--- src/rtl/cexe_mem_if.sv ---
// E-stage control/data bundle into the E->M boundary and the registered M-stage bundle out of it.
// The slave side is the pipeline register; the master side is whoever drives E and consumes M.
interface cexe_mem_if #(
  parameter int XLEN = 32
);
  logic            RegWriteE;
  logic [1:0]      ResultSrcE;
  logic            MemWriteE;
  logic            JumpE;
  logic            BranchE;
  logic [2:0]      funct3E;
  logic            ZeroE;
  logic            NegE;
  logic            CarryE;
  logic            OvfE;
  logic [XLEN-1:0] ALUResultE;
  logic [XLEN-1:0] WriteDataE;
  logic [4:0]      RdE;
  logic [XLEN-1:0] PCPlus4E;

  logic            PCSrcE;
  logic            RegWriteM;
  logic [1:0]      ResultSrcM;
  logic            MemWriteM;
  logic [2:0]      funct3M;
  logic [XLEN-1:0] ALUResultM;
  logic [XLEN-1:0] WriteDataM;
  logic [4:0]      RdM;
  logic [XLEN-1:0] PCPlus4M;

  modport master (
    output RegWriteE, ResultSrcE, MemWriteE, JumpE, BranchE, funct3E,
    output ZeroE, NegE, CarryE, OvfE, ALUResultE, WriteDataE, RdE, PCPlus4E,
    input  PCSrcE, RegWriteM, ResultSrcM, MemWriteM, funct3M,
    input  ALUResultM, WriteDataM, RdM, PCPlus4M
  );

  modport slave (
    input  RegWriteE, ResultSrcE, MemWriteE, JumpE, BranchE, funct3E,
    input  ZeroE, NegE, CarryE, OvfE, ALUResultE, WriteDataE, RdE, PCPlus4E,
    output PCSrcE, RegWriteM, ResultSrcM, MemWriteM, funct3M,
    output ALUResultM, WriteDataM, RdM, PCPlus4M
  );
endinterface

--- src/rtl/cexe_mem_stage.sv ---
// E->M pipeline register with combinational branch resolution (PCSrcE) and 1-cycle M latency.
// StallM holds the M bundle and freezes counting; FlushM loads a bubble; counters saturate.
module cexe_mem_stage #(
  parameter int XLEN  = 32,
  parameter int CNT_W = 32
) (
  input  logic             clk,
  input  logic             reset,
  input  logic             StallM,
  input  logic             FlushM,
  cexe_mem_if.slave        bus,
  output logic [CNT_W-1:0] BranchCnt,
  output logic [CNT_W-1:0] TakenCnt
);

  typedef struct packed {
    logic            regWrite;
    logic [1:0]      resultSrc;
    logic            memWrite;
    logic [2:0]      funct3;
    logic [XLEN-1:0] aluResult;
    logic [XLEN-1:0] writeData;
    logic [4:0]      rd;
    logic [XLEN-1:0] pcPlus4;
  } mBundle_t;

  mBundle_t eBundle;
  mBundle_t mBundle;
  logic     cond;
  logic     pcSrc;
  logic     isCtrl;
  logic     advance;

  always_comb begin
    cond = 1'b0;
    case (bus.funct3E)
      3'b000:  cond = bus.ZeroE;
      3'b001:  cond = !bus.ZeroE;
      3'b100:  cond = bus.NegE ^ bus.OvfE;
      3'b101:  cond = !(bus.NegE ^ bus.OvfE);
      3'b110:  cond = !bus.CarryE;
      3'b111:  cond = bus.CarryE;
      default: cond = 1'b0;
    endcase
  end

  // Redirect is not gated by StallM; the hazard unit qualifies it.
  assign pcSrc      = bus.JumpE | (bus.BranchE & cond);
  assign bus.PCSrcE = pcSrc;
  assign isCtrl     = bus.BranchE | bus.JumpE;
  assign advance    = !StallM;

  assign eBundle = '{
    regWrite:  bus.RegWriteE,
    resultSrc: bus.ResultSrcE,
    memWrite:  bus.MemWriteE,
    funct3:    bus.funct3E,
    aluResult: bus.ALUResultE,
    writeData: bus.WriteDataE,
    rd:        bus.RdE,
    pcPlus4:   bus.PCPlus4E
  };

  always_ff @(posedge clk) begin
    if (reset) begin
      mBundle <= '0;
    end else if (FlushM) begin
      mBundle <= '0;
    end else if (advance) begin
      mBundle <= eBundle;
    end
  end

  // Count only on the cycle the instruction leaves E, so a held instruction is counted once.
  always_ff @(posedge clk) begin
    if (reset) begin
      BranchCnt <= '0;
      TakenCnt  <= '0;
    end else if (advance && isCtrl) begin
      if (BranchCnt != {CNT_W{1'b1}}) begin
        BranchCnt <= BranchCnt + CNT_W'(1);
      end
      if (pcSrc && (TakenCnt != {CNT_W{1'b1}})) begin
        TakenCnt <= TakenCnt + CNT_W'(1);
      end
    end
  end

  assign bus.RegWriteM  = mBundle.regWrite;
  assign bus.ResultSrcM = mBundle.resultSrc;
  assign bus.MemWriteM  = mBundle.memWrite;
  assign bus.funct3M    = mBundle.funct3;
  assign bus.ALUResultM = mBundle.aluResult;
  assign bus.WriteDataM = mBundle.writeData;
  assign bus.RdM        = mBundle.rd;
  assign bus.PCPlus4M   = mBundle.pcPlus4;

endmodule
--- src/flat_wrapper.sv ---
// flat-port wrapper written by rule: the top's interface ports become plain ports
module cexe_mem_stage_flat 
#(
  parameter int XLEN  = 32,
  parameter int CNT_W = 32
)
  (clk, reset, StallM, FlushM, BranchCnt, TakenCnt, bus_RegWriteE, bus_ResultSrcE, bus_MemWriteE, bus_JumpE, bus_BranchE, bus_funct3E, bus_ZeroE, bus_NegE, bus_CarryE, bus_OvfE, bus_ALUResultE, bus_WriteDataE, bus_RdE, bus_PCPlus4E, bus_PCSrcE, bus_RegWriteM, bus_ResultSrcM, bus_MemWriteM, bus_funct3M, bus_ALUResultM, bus_WriteDataM, bus_RdM, bus_PCPlus4M);
  cexe_mem_if #(.XLEN(XLEN)) bus_i ();
  input  logic clk;
  input  logic reset;
  input  logic StallM;
  input  logic FlushM;
  output logic [CNT_W-1:0] BranchCnt;
  output logic [CNT_W-1:0] TakenCnt;
  input wire logic [$bits(bus_i.RegWriteE)-1:0] bus_RegWriteE;
  input wire logic [$bits(bus_i.ResultSrcE)-1:0] bus_ResultSrcE;
  input wire logic [$bits(bus_i.MemWriteE)-1:0] bus_MemWriteE;
  input wire logic [$bits(bus_i.JumpE)-1:0] bus_JumpE;
  input wire logic [$bits(bus_i.BranchE)-1:0] bus_BranchE;
  input wire logic [$bits(bus_i.funct3E)-1:0] bus_funct3E;
  input wire logic [$bits(bus_i.ZeroE)-1:0] bus_ZeroE;
  input wire logic [$bits(bus_i.NegE)-1:0] bus_NegE;
  input wire logic [$bits(bus_i.CarryE)-1:0] bus_CarryE;
  input wire logic [$bits(bus_i.OvfE)-1:0] bus_OvfE;
  input wire logic [$bits(bus_i.ALUResultE)-1:0] bus_ALUResultE;
  input wire logic [$bits(bus_i.WriteDataE)-1:0] bus_WriteDataE;
  input wire logic [$bits(bus_i.RdE)-1:0] bus_RdE;
  input wire logic [$bits(bus_i.PCPlus4E)-1:0] bus_PCPlus4E;
  output wire logic [$bits(bus_i.PCSrcE)-1:0] bus_PCSrcE;
  output wire logic [$bits(bus_i.RegWriteM)-1:0] bus_RegWriteM;
  output wire logic [$bits(bus_i.ResultSrcM)-1:0] bus_ResultSrcM;
  output wire logic [$bits(bus_i.MemWriteM)-1:0] bus_MemWriteM;
  output wire logic [$bits(bus_i.funct3M)-1:0] bus_funct3M;
  output wire logic [$bits(bus_i.ALUResultM)-1:0] bus_ALUResultM;
  output wire logic [$bits(bus_i.WriteDataM)-1:0] bus_WriteDataM;
  output wire logic [$bits(bus_i.RdM)-1:0] bus_RdM;
  output wire logic [$bits(bus_i.PCPlus4M)-1:0] bus_PCPlus4M;
  assign bus_i.RegWriteE = bus_RegWriteE;
  assign bus_i.ResultSrcE = bus_ResultSrcE;
  assign bus_i.MemWriteE = bus_MemWriteE;
  assign bus_i.JumpE = bus_JumpE;
  assign bus_i.BranchE = bus_BranchE;
  assign bus_i.funct3E = bus_funct3E;
  assign bus_i.ZeroE = bus_ZeroE;
  assign bus_i.NegE = bus_NegE;
  assign bus_i.CarryE = bus_CarryE;
  assign bus_i.OvfE = bus_OvfE;
  assign bus_i.ALUResultE = bus_ALUResultE;
  assign bus_i.WriteDataE = bus_WriteDataE;
  assign bus_i.RdE = bus_RdE;
  assign bus_i.PCPlus4E = bus_PCPlus4E;
  assign bus_PCSrcE = bus_i.PCSrcE;
  assign bus_RegWriteM = bus_i.RegWriteM;
  assign bus_ResultSrcM = bus_i.ResultSrcM;
  assign bus_MemWriteM = bus_i.MemWriteM;
  assign bus_funct3M = bus_i.funct3M;
  assign bus_ALUResultM = bus_i.ALUResultM;
  assign bus_WriteDataM = bus_i.WriteDataM;
  assign bus_RdM = bus_i.RdM;
  assign bus_PCPlus4M = bus_i.PCPlus4M;
  cexe_mem_stage #(.XLEN(XLEN), .CNT_W(CNT_W)) u_core (.clk(clk), .reset(reset), .StallM(StallM), .FlushM(FlushM), .bus(bus_i), .BranchCnt(BranchCnt), .TakenCnt(TakenCnt));
endmodule
--- config.mk ---
export PLATFORM = sky130hd
export DESIGN_NAME = cexe_mem_stage_flat
export DESIGN_NICKNAME = d
export VERILOG_FILES = /design/src/rtl/cexe_mem_if.sv /design/src/rtl/cexe_mem_stage.sv /design/src/flat_wrapper.sv
export SDC_FILE = /design/constraint.sdc
export NUM_CORES = 1
export LEC_CHECK = 0
export ABC_AREA = 1
export CORE_UTILIZATION = 45
export DETAILED_ROUTE_END_ITERATION = 12
export MAX_ROUTING_LAYER = met4
export PLACE_DENSITY = 0.81
export SLEW_MARGIN = 20
export SYNTH_ARGS = -nofsm -noshare
export SYNTH_HDL_FRONTEND = slang
export SYNTH_SLANG_ARGS = --single-unit
--- constraint.sdc ---
create_clock -name clk -period 2.46 [get_ports clk]
set_input_delay 0.738 -clock clk [delete_from_list [all_inputs] [get_ports clk]]
set_output_delay 0.738 -clock clk [all_outputs]
set_load 0.005 [all_outputs]
==> results.tsv <==
stage	metric	value	unit
status	status	completed	
cts	ctsHoldBuffers	0	
logic_synthesis	synthCells	1170	
logic_synthesis	ys_seq_elements	172	
critical_path	arrival	1680	ps
placed_design	hpwl	19300	um
routing	dr_wl_met3	2000	um
routing	wl_met1	11200	um
hold_path	hold_path.startpoint	u_core.bus.ResultSrcM[1]	
hold_path	holdPathStages	2	
critical_path	reg2reg_depth	10	
placed_design	dpl.cell_count	1648	
critical_path	max_stage_delay	220	ps
critical_path	path_buf_inv	2	
power_and_ir_drop	p_per_area	542	nW/um^2
finish	fillers	1470	
logic_synthesis	yosysTopAreaCell	dfxtp_1	
cts	cts.clk_slew.worst_paths	70	ps
cts	cts.sinks	172	
critical_path	cp_max_fo	4	
logic_synthesis	ys_warn_count	0	
routing	drt_iter0_drc	596	
power_and_ir_drop	vdd_drop_max	0.516	mV
critical_path	cp.required	1720	ps
critical_path	cp-startpoint	bus_funct3E[1]	
cts	cts_buffer_depth	2	
routing	drtPass1Iterations	7	
logic_synthesis	yosysMostFrequentCell	nand2_1	
floorplan	die_x	134	um
timing	slew_headroom	0.276	
critical_path	cp_cell_sequence	clkdlybuf4s15_1 > o21bai_1 > nand2_2 > nand2_1 > nor2_2 > nand2_4 > nand2_4 > buf_6	
power_and_ir_drop	leakagePower	4.25	nW
global_routing	grt_util_all_layers	0.295	
routing	wire_per_inst	15.5	um
critical_path	start_kind	input port	
logic_synthesis	synth_flop_cell	dfxtp_1	
cts	clkLatencyLatePin	420	ps
logic_synthesis	syn_area	7850	um^2
logic_synthesis	synth_fp_nets	1290	
cts	htree_levels	4	
logic_synthesis	synth.distinct_cells	35	
finish	syn2layout_area_growth	48.1	%
timing	fmax	413	MHz
critical_path	path_class	input port to primary output	
critical_path	worstSetupEndpointType	primary output	
finish	stdcell_area	11600	um^2
logic_synthesis	synthTopCellsByCount	nand2_1 (443), dfxtp_1 (172), a21oi_1 (149), nor2_1 (122), inv_1 (68)	
critical_path	r2r_start	u_core.TakenCnt[0]	
logic_synthesis	ys_seq_area_frac	0.439	
critical_path	regToRegSetupSlack	280	ps
routing	viasPerCell	5.12	
logic_synthesis	synth_area_leaders	dfxtp_1 (44%), nand2_1 (21%), a21oi_1 (9.5%), nor2_1 (5.8%), inv_1 (3.3%)	
timing	final.setup_skew	10.1	ps
logic_synthesis	postSynthAreaPerCell	6.71	um^2
job	cap_violations	0	
logic_synthesis	synth_top_area_share	0.439	
routing	drt-total-wl	26100	um
finish	nets	1567	
finish	layout-drive-gt1-share	0.0576	
global_routing	grt_pass1_vias	7860	
timing	finalMaxSlewViolations	0	
logic_synthesis	async_reset_ff_frac	0	
finish	instances_no_fill	1681	
global_routing	grt_max_degree	111	
critical_path	crit_family	simple AND/OR/NAND/NOR gates	
floorplan	dieArea	18000	um^2
routing	vias	8609	
power_and_ir_drop	power.total	6.29	mW
routing	top_layer	met4	
floorplan	core	16800	um^2
floorplan	io_pins	291	
timing	tightestPinTransition	1090	ps
global_routing	antenna_found_initial	2	
global_routing	overflow	0	
timing	finalHoldViolations	0	
floorplan	start_util	0.467	
placed_design	placed_area	11000	um^2
routing	drc	0	
critical_path	cpMostUsedCell	nand2_4	
critical_path	path_depth	8	
cts	cts_root_buffer	clkbuf_16	
global_routing	grt_pass1_wl	40300	um
hold_path	hp-class	flop to flop	
timing	finalCritPeriodShare	0.983	
floorplan	row_count	47	
routing	drtAntennaViolNets	0	
placed_design	gp_congestion	1.00	
critical_path	r2r-end	u_core.TakenCnt[19]	
placed_design	io_buffers	290	
cts	cts_tree	built	
floorplan	fp.dieH	134	um
critical_path	cpMaxStageDelayCell	clkdlybuf4s15_1	
timing	rsz0062_at_grt	false	
hold_path	min_delay_worst_endpoint	u_core.bus.ResultSrcM[1]	
timing	min_period	2420	ps
logic_synthesis	synth_edf_count	0	
timing	setup_viol	0	
routing	routed-wl-met2	11900	um
cts	cts-buffers-inserted	17	
layout make-up:
type / count / area, um^2 / area share
inverters: 70 / 264 / 0.0227
repair buffers: 315 / 3130 / 0.269
diodes: 2 / 5.00 / 0.000431
well taps: 220 / 275 / 0.0237
flip-flops and latches: 172 / 3440 / 0.296
multi-input cells: 871 / 3920 / 0.337
clock buffers: 17 / 425 / 0.0366
clock inverters: 14 / 161 / 0.0139
sequential cells by signal, indices dropped and copies added, names as in the netlist:
register,flops
u_core.BranchCnt,32
u_core.TakenCnt,32
u_core.bus.ALUResultM,32
u_core.bus.MemWriteM,1
u_core.bus.PCPlus4M,32
u_core.bus.RdM,5
u_core.bus.RegWriteM,1
u_core.bus.ResultSrcM,2
u_core.bus.WriteDataM,32
u_core.bus.funct3M,3
power breakdown:
group          switching [mW]  total [mW]  internal [mW]
sequential             0.0407        2.89           2.85
clock                    1.22        2.73           1.52
combinational           0.308       0.670          0.362
timing repair:
item	4_1_cts	5_1_grt
setup buffers	0	0
cloned	0	0
endpoints found under the hold margin	0	0
resized for setup	20	2
setup endpoints to repair	1	1
pin swaps	6	1
through the flow:
stage / setup WS (ps) / hold WS [ps] / TNS [ps] / utilization
after global placement: -632 / 442 / -8640 / 0.655
after detailed placement: -650 / 449 / -9940 / 0.655
final: 41.6 / 455 / 0 / 0.691
after global routing: 0.436 / 479 / 0 / 0.691
after floorplan: 296 / 453 / 0 / -
after CTS: 15.8 / 457 / 0 / 0.691
cells in the final DEF, fill, tap and decap left out, types with 8 or more instances in the layout:
cell type        netlist  final
nand2_1              443    441
clkdlybuf4s50_1        0    280
dfxtp_1              172    172
a21oi_1              149    149
nor2_1               122    120
inv_1                 68     65
nand4_1               34     34
nand3_1               33     32
buf_4                  4     22
xor2_1                17     17
clkbuf_16              0     17
nor3_1                16     16
o21ai_0               13     13
xnor2_1                8      8
worst min-delay path, delay by kind of cell, from the launching register on:
kind            cells  cell delay [ps]
compound gates      1               50
flops               1              310
simple gates        1               50
logic make-up after synthesis:
family,after synthesis,share of synthesized area
flops,172,0.439
xor+xnor,25,0.0279
compound gates,173,0.112
fa+ha+maj,2,0.00319
buf+inv,127,0.0655
simple gates,671,0.352
worst max path at each step:
stage,slack (ps),endpoint
after floorplan,300,bus_PCSrcE
after detailed placement,-650,bus_PCSrcE
after CTS,20,bus_PCSrcE
after global routing,0.4,bus_PCSrcE
after global placement,-630,bus_PCSrcE
final,40,bus_PCSrcE
layer usage:
| layer | vias up | GRT usage |
|---|---|---|
| met5 | - | - |
| met4 | 0 | 0.130 |
| met3 | 55 | 0.0763 |
| met2 | 347 | 0.450 |
| met1 | 3914 | 0.367 |
| li1 | 4293 | - |
Power figures use the tool's default switching activity.
